## src/rtl/fpu_pkg.sv

```systemverilog
`default_nettype none
// ============================================================================
//  Module      : fpu_pkg
//  Description : Shared RV32F decode constants, issue-stage state encoding
//                and destination/source classification helpers.
//  Revision    : 1.0 - initial release
// ============================================================================
package fpu_pkg;

   // OP-FP funct5 codes (instr[31:27])
   localparam logic [4:0] F5_FADD   = 5'b00000;
   localparam logic [4:0] F5_FSUB   = 5'b00001;
   localparam logic [4:0] F5_FMUL   = 5'b00010;
   localparam logic [4:0] F5_FDIV   = 5'b00011;
   localparam logic [4:0] F5_FSGNJ  = 5'b00100;
   localparam logic [4:0] F5_FMINMX = 5'b00101;
   localparam logic [4:0] F5_FSQRT  = 5'b01011;
   localparam logic [4:0] F5_FCMP   = 5'b10100;
   localparam logic [4:0] F5_FCVTWS = 5'b11000;
   localparam logic [4:0] F5_FCVTSW = 5'b11010;
   localparam logic [4:0] F5_FMVXW  = 5'b11100;
   localparam logic [4:0] F5_FMVWX  = 5'b11110;

   // Major opcode bits [6:2] for OP-FP and the four fused multiply-add forms
   localparam logic [4:0] OPC_OPFP   = 5'b10100;
   localparam logic [4:0] OPC_FMADD  = 5'b10000;
   localparam logic [4:0] OPC_FMSUB  = 5'b10001;
   localparam logic [4:0] OPC_FNMSUB = 5'b10010;
   localparam logic [4:0] OPC_FNMADD = 5'b10011;

   // Issue-stage state encoding
   localparam logic [2:0] ST_IDLE   = 3'd0;
   localparam logic [2:0] ST_ISSUE  = 3'd1;
   localparam logic [2:0] ST_WAIT   = 3'd2;
   localparam logic [2:0] ST_WB_FP  = 3'd3;
   localparam logic [2:0] ST_WB_INT = 3'd4;

   // Ops whose result retires to the integer register file
   function automatic logic is_int_dest(input logic [4:0] opc, input logic [4:0] f5);
      return (opc == OPC_OPFP) &&
             ((f5 == F5_FCMP) || (f5 == F5_FCVTWS) || (f5 == F5_FMVXW));
   endfunction

   // Ops whose first operand comes from the integer rs1 value
   function automatic logic is_int_src(input logic [4:0] opc, input logic [4:0] f5);
      return (opc == OPC_OPFP) && ((f5 == F5_FMVWX) || (f5 == F5_FCVTSW));
   endfunction

endpackage
`default_nettype wire

```

## src/rtl/fp_regfile.sv

```systemverilog
`default_nettype none
// ============================================================================
//  Module      : fp_regfile
//  Description : FP register file, four combinational read ports, two write
//                ports (FLW has priority over writeback), write-through reads.
//  Revision    : 1.0 - initial release
// ============================================================================
module fp_regfile #(
   parameter int NREGS = 32,
   parameter int XLEN  = 32,
   localparam int AW   = $clog2(NREGS)
) (
   input  logic                     clk,
   input  logic [3:0][AW-1:0]       rd_addr,
   output logic [3:0][XLEN-1:0]     rd_data,
   input  logic                     flw_we,
   input  logic [AW-1:0]            flw_addr,
   input  logic [XLEN-1:0]          flw_data,
   input  logic                     wb_we,
   input  logic [AW-1:0]            wb_addr,
   input  logic [XLEN-1:0]          wb_data
);

   logic [XLEN-1:0] r_mem [NREGS];

   // Storage update; a same-address collision keeps the FLW data
   always_ff @(posedge clk) begin
      if (flw_we) begin
         r_mem[flw_addr] <= flw_data;
      end
      if (wb_we && !(flw_we && (flw_addr == wb_addr))) begin
         r_mem[wb_addr] <= wb_data;
      end
   end

   // Each read port forwards a same-cycle write so readers never see stale data
   for (genvar gi = 0; gi < 4; gi++) begin : g_rd_port
      assign rd_data[gi] = (flw_we && (flw_addr == rd_addr[gi])) ? flw_data :
                           (wb_we  && (wb_addr  == rd_addr[gi])) ? wb_data  :
                           r_mem[rd_addr[gi]];
   end

endmodule
`default_nettype wire

```

## src/rtl/fpu_issue.sv

```systemverilog
`default_nettype none
// ============================================================================
//  Module      : fpu_issue
//  Description : Blocking issue/writeback stage in front of the FPU. Reads
//                operands, pulses the FPU start, waits for completion and
//                retires to the FP regfile or the integer writeback port.
//  Revision    : 1.0 - initial release
// ============================================================================
module fpu_issue #(
   parameter int NREGS = 32,
   parameter int XLEN  = 32
) (
   input  logic            clk_i,
   input  logic            reset_i,
   input  logic            in_valid_i,
   output logic            in_ready_o,
   input  logic [31:0]     instr_i,
   input  logic [XLEN-1:0] intRs1_i,
   output logic            fpuEnable_o,
   output logic [31:0]     fpuInstr_o,
   output logic [XLEN-1:0] fpuRs1_o,
   output logic [XLEN-1:0] fpuRs2_o,
   output logic [XLEN-1:0] fpuRs3_o,
   input  logic            fpuBusy_i,
   input  logic [XLEN-1:0] fpuResult_i,
   output logic            intWb_valid_o,
   input  logic            intWb_ready_i,
   output logic [4:0]      intWb_rd_o,
   output logic [XLEN-1:0] intWb_data_o,
   input  logic            flw_valid_i,
   input  logic [4:0]      flw_rd_i,
   input  logic [XLEN-1:0] flw_data_i,
   input  logic [4:0]      fsw_addr_i,
   output logic [XLEN-1:0] fsw_data_o
);
   import fpu_pkg::*;

   localparam int AW = $clog2(NREGS);

   logic [2:0]            r_state;
   logic [31:0]           r_instr;
   logic [XLEN-1:0]       r_rs1;
   logic [XLEN-1:0]       r_rs2;
   logic [XLEN-1:0]       r_rs3;
   logic [XLEN-1:0]       r_result;

   logic [3:0][AW-1:0]    w_rd_addr;
   logic [3:0][XLEN-1:0]  w_rd_data;
   logic                  w_wb_we;
   logic                  w_int_src;
   logic                  w_int_dest;

   // Operands are read straight from the decode word; rs3 lives in funct5 bits
   assign w_rd_addr[0] = AW'(instr_i[19:15]);
   assign w_rd_addr[1] = AW'(instr_i[24:20]);
   assign w_rd_addr[2] = AW'(instr_i[31:27]);
   assign w_rd_addr[3] = AW'(fsw_addr_i);

   assign w_int_src  = is_int_src(instr_i[6:2], instr_i[31:27]);
   assign w_int_dest = is_int_dest(r_instr[6:2], r_instr[31:27]);

   // A concurrent FLW owns the write ports, so the FP writeback waits it out
   assign w_wb_we = (r_state == ST_WB_FP) && !flw_valid_i;

   fp_regfile #(
      .NREGS (NREGS),
      .XLEN  (XLEN)
   ) u_regfile (
      .clk      (clk_i),
      .rd_addr  (w_rd_addr),
      .rd_data  (w_rd_data),
      .flw_we   (flw_valid_i),
      .flw_addr (AW'(flw_rd_i)),
      .flw_data (flw_data_i),
      .wb_we    (w_wb_we),
      .wb_addr  (AW'(r_instr[11:7])),
      .wb_data  (r_result)
   );

   // Single-op FSM: accept, pulse start, wait for FPU idle, retire
   always_ff @(posedge clk_i) begin
      if (reset_i) begin
         r_state  <= ST_IDLE;
         r_instr  <= '0;
         r_rs1    <= '0;
         r_rs2    <= '0;
         r_rs3    <= '0;
         r_result <= '0;
      end else begin
         case (r_state)
            ST_IDLE: begin
               if (in_valid_i) begin
                  r_instr <= instr_i;
                  r_rs1   <= w_int_src ? intRs1_i : w_rd_data[0];
                  r_rs2   <= w_rd_data[1];
                  r_rs3   <= w_rd_data[2];
                  r_state <= ST_ISSUE;
               end
            end
            ST_ISSUE: r_state <= ST_WAIT;
            ST_WAIT: begin
               if (!fpuBusy_i) begin
                  r_result <= fpuResult_i;
                  r_state  <= w_int_dest ? ST_WB_INT : ST_WB_FP;
               end
            end
            ST_WB_FP: begin
               if (!flw_valid_i) begin
                  r_state <= ST_IDLE;
               end
            end
            ST_WB_INT: begin
               if (intWb_ready_i) begin
                  r_state <= ST_IDLE;
               end
            end
            default: r_state <= ST_IDLE;
         endcase
      end
   end

   assign in_ready_o    = (r_state == ST_IDLE);
   assign fpuEnable_o   = (r_state == ST_ISSUE);
   assign fpuInstr_o    = r_instr;
   assign fpuRs1_o      = r_rs1;
   assign fpuRs2_o      = r_rs2;
   assign fpuRs3_o      = r_rs3;
   assign intWb_valid_o = (r_state == ST_WB_INT);
   assign intWb_rd_o    = r_instr[11:7];
   assign intWb_data_o  = r_result;
   assign fsw_data_o    = w_rd_data[3];

endmodule
`default_nettype wire
```

## config.mk

```make
export PLATFORM = sky130hd
export DESIGN_NAME = fpu_issue
export DESIGN_NICKNAME = d
export VERILOG_FILES = /design/src/rtl/fpu_pkg.sv /design/src/rtl/fp_regfile.sv /design/src/rtl/fpu_issue.sv
export SDC_FILE = /design/constraint.sdc
export NUM_CORES = 2
export LEC_CHECK = 0
export CAP_MARGIN = 20
export CORE_MARGIN = 5
export CORE_UTILIZATION = 45
export CTS_CLUSTER_DIAMETER = 200
export DETAILED_ROUTE_END_ITERATION = 6
export PLACE_DENSITY_LB_ADDON = 0.2
export SLEW_MARGIN = 40
export SYNTH_ARGS = -nofsm -noshare
export SYNTH_HDL_FRONTEND = slang
export SYNTH_SLANG_ARGS = --single-unit
```

## constraint.sdc

```tcl
create_clock -name clk_i -period 4.3 [get_ports clk_i]
set_input_delay 0.86 -clock clk_i [delete_from_list [all_inputs] [get_ports clk_i]]
set_output_delay 0.86 -clock clk_i [all_outputs]
set_load 0.01 [all_outputs]
```

==> flow_summary.toml <==
[run_status]
status = "finished, violations left"
violations = "design-rule violations"

[routing]
ant_nets = 0
dr.pass1.iters = 7
vias_per_cell = 7.41
num_vias = 52606
wl_mm = 288
wl_per_cell_um = 40.6
first_iter_violations = 8754
drc = 1

[sta]
clock_skew_ns = 0.0287
worst_slew_margin_rel_pct = 42.6
final_hold_viol_count = 0
setup_violations = 0
min_period_ns = 4.25
worst_pin_slew_ns = 0.858
timing.setup.tns_ns = 0
finalWorstSetupSlack_ns = 0.0511
maxClockFrequency_mhz = 235
period_share_pct = 98.8
drv_slew = 0
whs_ns = 0.453
rsz0062_at_grt = "true"

[floorplan]
die_y_um = 409
row_count = 146
core_area_sq_um = 158000
die_area_sq_um = 167000
start_util_pct = 45.3
die_x_um = 409
ioPinCount = 344

[global_route]
overflow = 0
grt_pass1_vias = 51595
antenna_found_initial = 13
track_usage_pct = 33.8
grt_max_degree = 79
grt_pass1_wl_mm = 403

[synth]
ys.flop_type = "edfxtp_1"
synth_fa_ha_area_share_pct = 0
synth_nets = 4629
seq_area_frac_synth_pct = 47.4
ys_types = 66
synth_top_area_share_pct = 42.9
synth_area_leader_cell = "edfxtp_1"
synth-edff-count = 1024
synth_xor_area_share_pct = 0.305
yosysWarnings = 0
synth_compound_area_share_pct = 7.50
synth-async-reset-ratio_pct = 0
netlist_top_cells_count = "1024 x edfxtp_1, 963 x mux4_2, 444 x mux2i_1"
synthTopCellsByArea = "edfxtp_1 43%, mux4_2 30%, mux2i_1 6.2%"
syn_area_sq_um = 71700
ys_seq_elements = 1187
avgSynthCellArea_sq_um = 16.0
syn_inst = 4485
yosys.area_share.simple_pct = 3.27
yosysMostFrequentCell = "edfxtp_1"
synth_top_family_by_area = "multiplexers"
synth_mux_area_share_pct = 38.4

[placement]
dp_cells = 6835
dpl_worst_slack_ns = -0.348
dp_hpwl_mm = 183
place_congestion = 0.922
io_buffers = 343

[cells_and_area]
layout.nets = 5054
drive_gt1_share_pct = 37.1
stdcell_count = 7095
area_delta_synth_final_pct = 19.1
final_core_utilization_pct = 53.9

[critical_path]
rr_worst_depth = 8
critPathRequiredTime_ns = 3.44
path_class = "in2out"
endpoint_kind = "output port"
worstReg2RegStart = "r_state[0]$_SDFFE_PP0P_"
cp.arrival_ns = 3.39
crit_fanout = 13
cp-start-kind = "input pin"
r2r-end = "fpuRs3_o[24]$_SDFFE_PP0P_"
ff2ff_setup_slack_ns = 1.11

[clock_tree]
cts.sinks = 1187
postCtsHoldBufs = 0
cts_tree = "yes"
htreeDepth = 4
cts_inserted_buffers = 134
clock_latency_ns = 0.79
cts_root_buffer = "clkbuf_16"
clockBufferDepth = 3
clk_pin_slew_ns = 0.05

[power_and_ir_drop]
p_leak_nw = 28.5
power_density_nw_per_um2 = 352
ir_worst_vdd_mv = 0.432

[job]
cap_violations = 0

[min_path]
hold_class = "reg2reg"
hold_depth = 2
min_to = "fpuInstr_o[1]$_SDFFE_PP0P_"
hp-start = "fpuInstr_o[1]$_SDFFE_PP0P_"
per-stage QoR:
step / instance area [sq um] / total power, mW
after floorplan: 71700 / 15.8
after global placement: 80500 / 18.0
after detailed placement: 80500 / 18.0
after CTS: 85300 / 30.0
after global routing: 85400 / 30.8
final: 85400 / 30.1
kinds of logic (layout without fill, tap and decap cells):
family                    after synthesis  in the layout
and+or+nand+nor                       501            501
buffers and inverters                 491           1027
AOI/OAI and AO/OA                     748            748
muxes                                1533           1533
xor gates and xnor gates               25             25
other                                   0              2
DFF                                  1187           1187
placed cells by master, fill, tap and decap left out, types with 15 or more instances in the layout:
master              n
clkinv_2           20
mux2i_1           440
o221ai_1           43
edfxtp_1         1024
o21ai_1            17
o221ai_2           20
or3_1              46
buf_12            111
nand4_1            19
o22ai_1            63
bufinv_16          17
mux2_2            126
a211o_1            20
o21ai_0            57
mux4_2            963
clkbuf_1           31
nand3_1            42
a221o_1            32
a22oi_1           214
dfxtp_1           161
nor2b_1            20
clkbuf_16         142
nand2_1           263
inv_1              15
clkdlybuf4s50_1   325
a211oi_1           54
buf_4             295
nor2_4             39
a21oi_1           169
state kept, by name (all words and copies together) (netlist names):
register         flops
intWb_data_o        32
fpuRs2_o            32
fpuRs3_o            32
fpuInstr_o          32
u_regfile.r_mem   1024
fpuRs1_o            32
r_state              3
repair_timing:
| item | in CTS | in global routing |
|---|---|---|
| pin swaps | 1 | 1 |
| setup endpoints to repair | 8 | 17 |
| gates resized for setup | 15 | 20 |
| gates cloned | 1 | 2 |
| buffers inserted | 3 | 5 |
how the worst max path moves through the flow:
| stage | startpoint | endpoint | slack, ns |
|---|---|---|---|
| after floorplan | flw_valid_i | u_regfile.r_mem[10][0]$_DFFE_PP_ | 0.53 |
| after global placement | fsw_addr_i[0] | fsw_data_o[30] | -0.30 |
| after detailed placement | fsw_addr_i[0] | fsw_data_o[30] | -0.35 |
| after CTS | fsw_addr_i[3] | fsw_data_o[7] | 0.0004 |
| after global routing | fsw_addr_i[0] | fsw_data_o[28] | -0.01 |
| final | fsw_addr_i[0] | fsw_data_o[4] | 0.05 |
layer usage:
layer	vias to the layer above	share of wire [%]	track usage (%)	wire length, um
met3	773	16	14.8	45600
met4	10	5.5	15.9	15900
met5	-	0.022	0	63
met2	4493	44	49.9	126000
li1	20091	-	-	-
met1	27239	35	43.0	101000
power breakdown:
group	total [mW]	switching [mW]	internal, mW
sequential	13.0	0.214	12.7
clock	12.1	4.94	7.19
combinational	4.97	2.75	2.22
total	30.1	7.90	22.1
critical path, cell delays in order:
cell and delay [ns]:
buf_12 0.20, buf_16 0.20, buf_12 0.13, mux4_2 0.49, mux2i_1 0.23, buf_4 0.17, a22oi_1 0.07, nand2_2 0.14
buf_12 0.13, o21ai_0 0.07, buf_4 0.14, clkdlybuf4s50_1 0.47
final cells by class:
type                    instances  area [sq um]
clock inverters                66           850
diodes                          2          5.00
clock buffers                 181          3750
flip-flops and latches       1187         34000
well taps                    2072          2590
inverters                      24          90.1
fillers                     12456         73000
multi-input cells            2807         36000
repair buffers                756          8130
No activity file was read; power rests on OpenSTA's default activity.
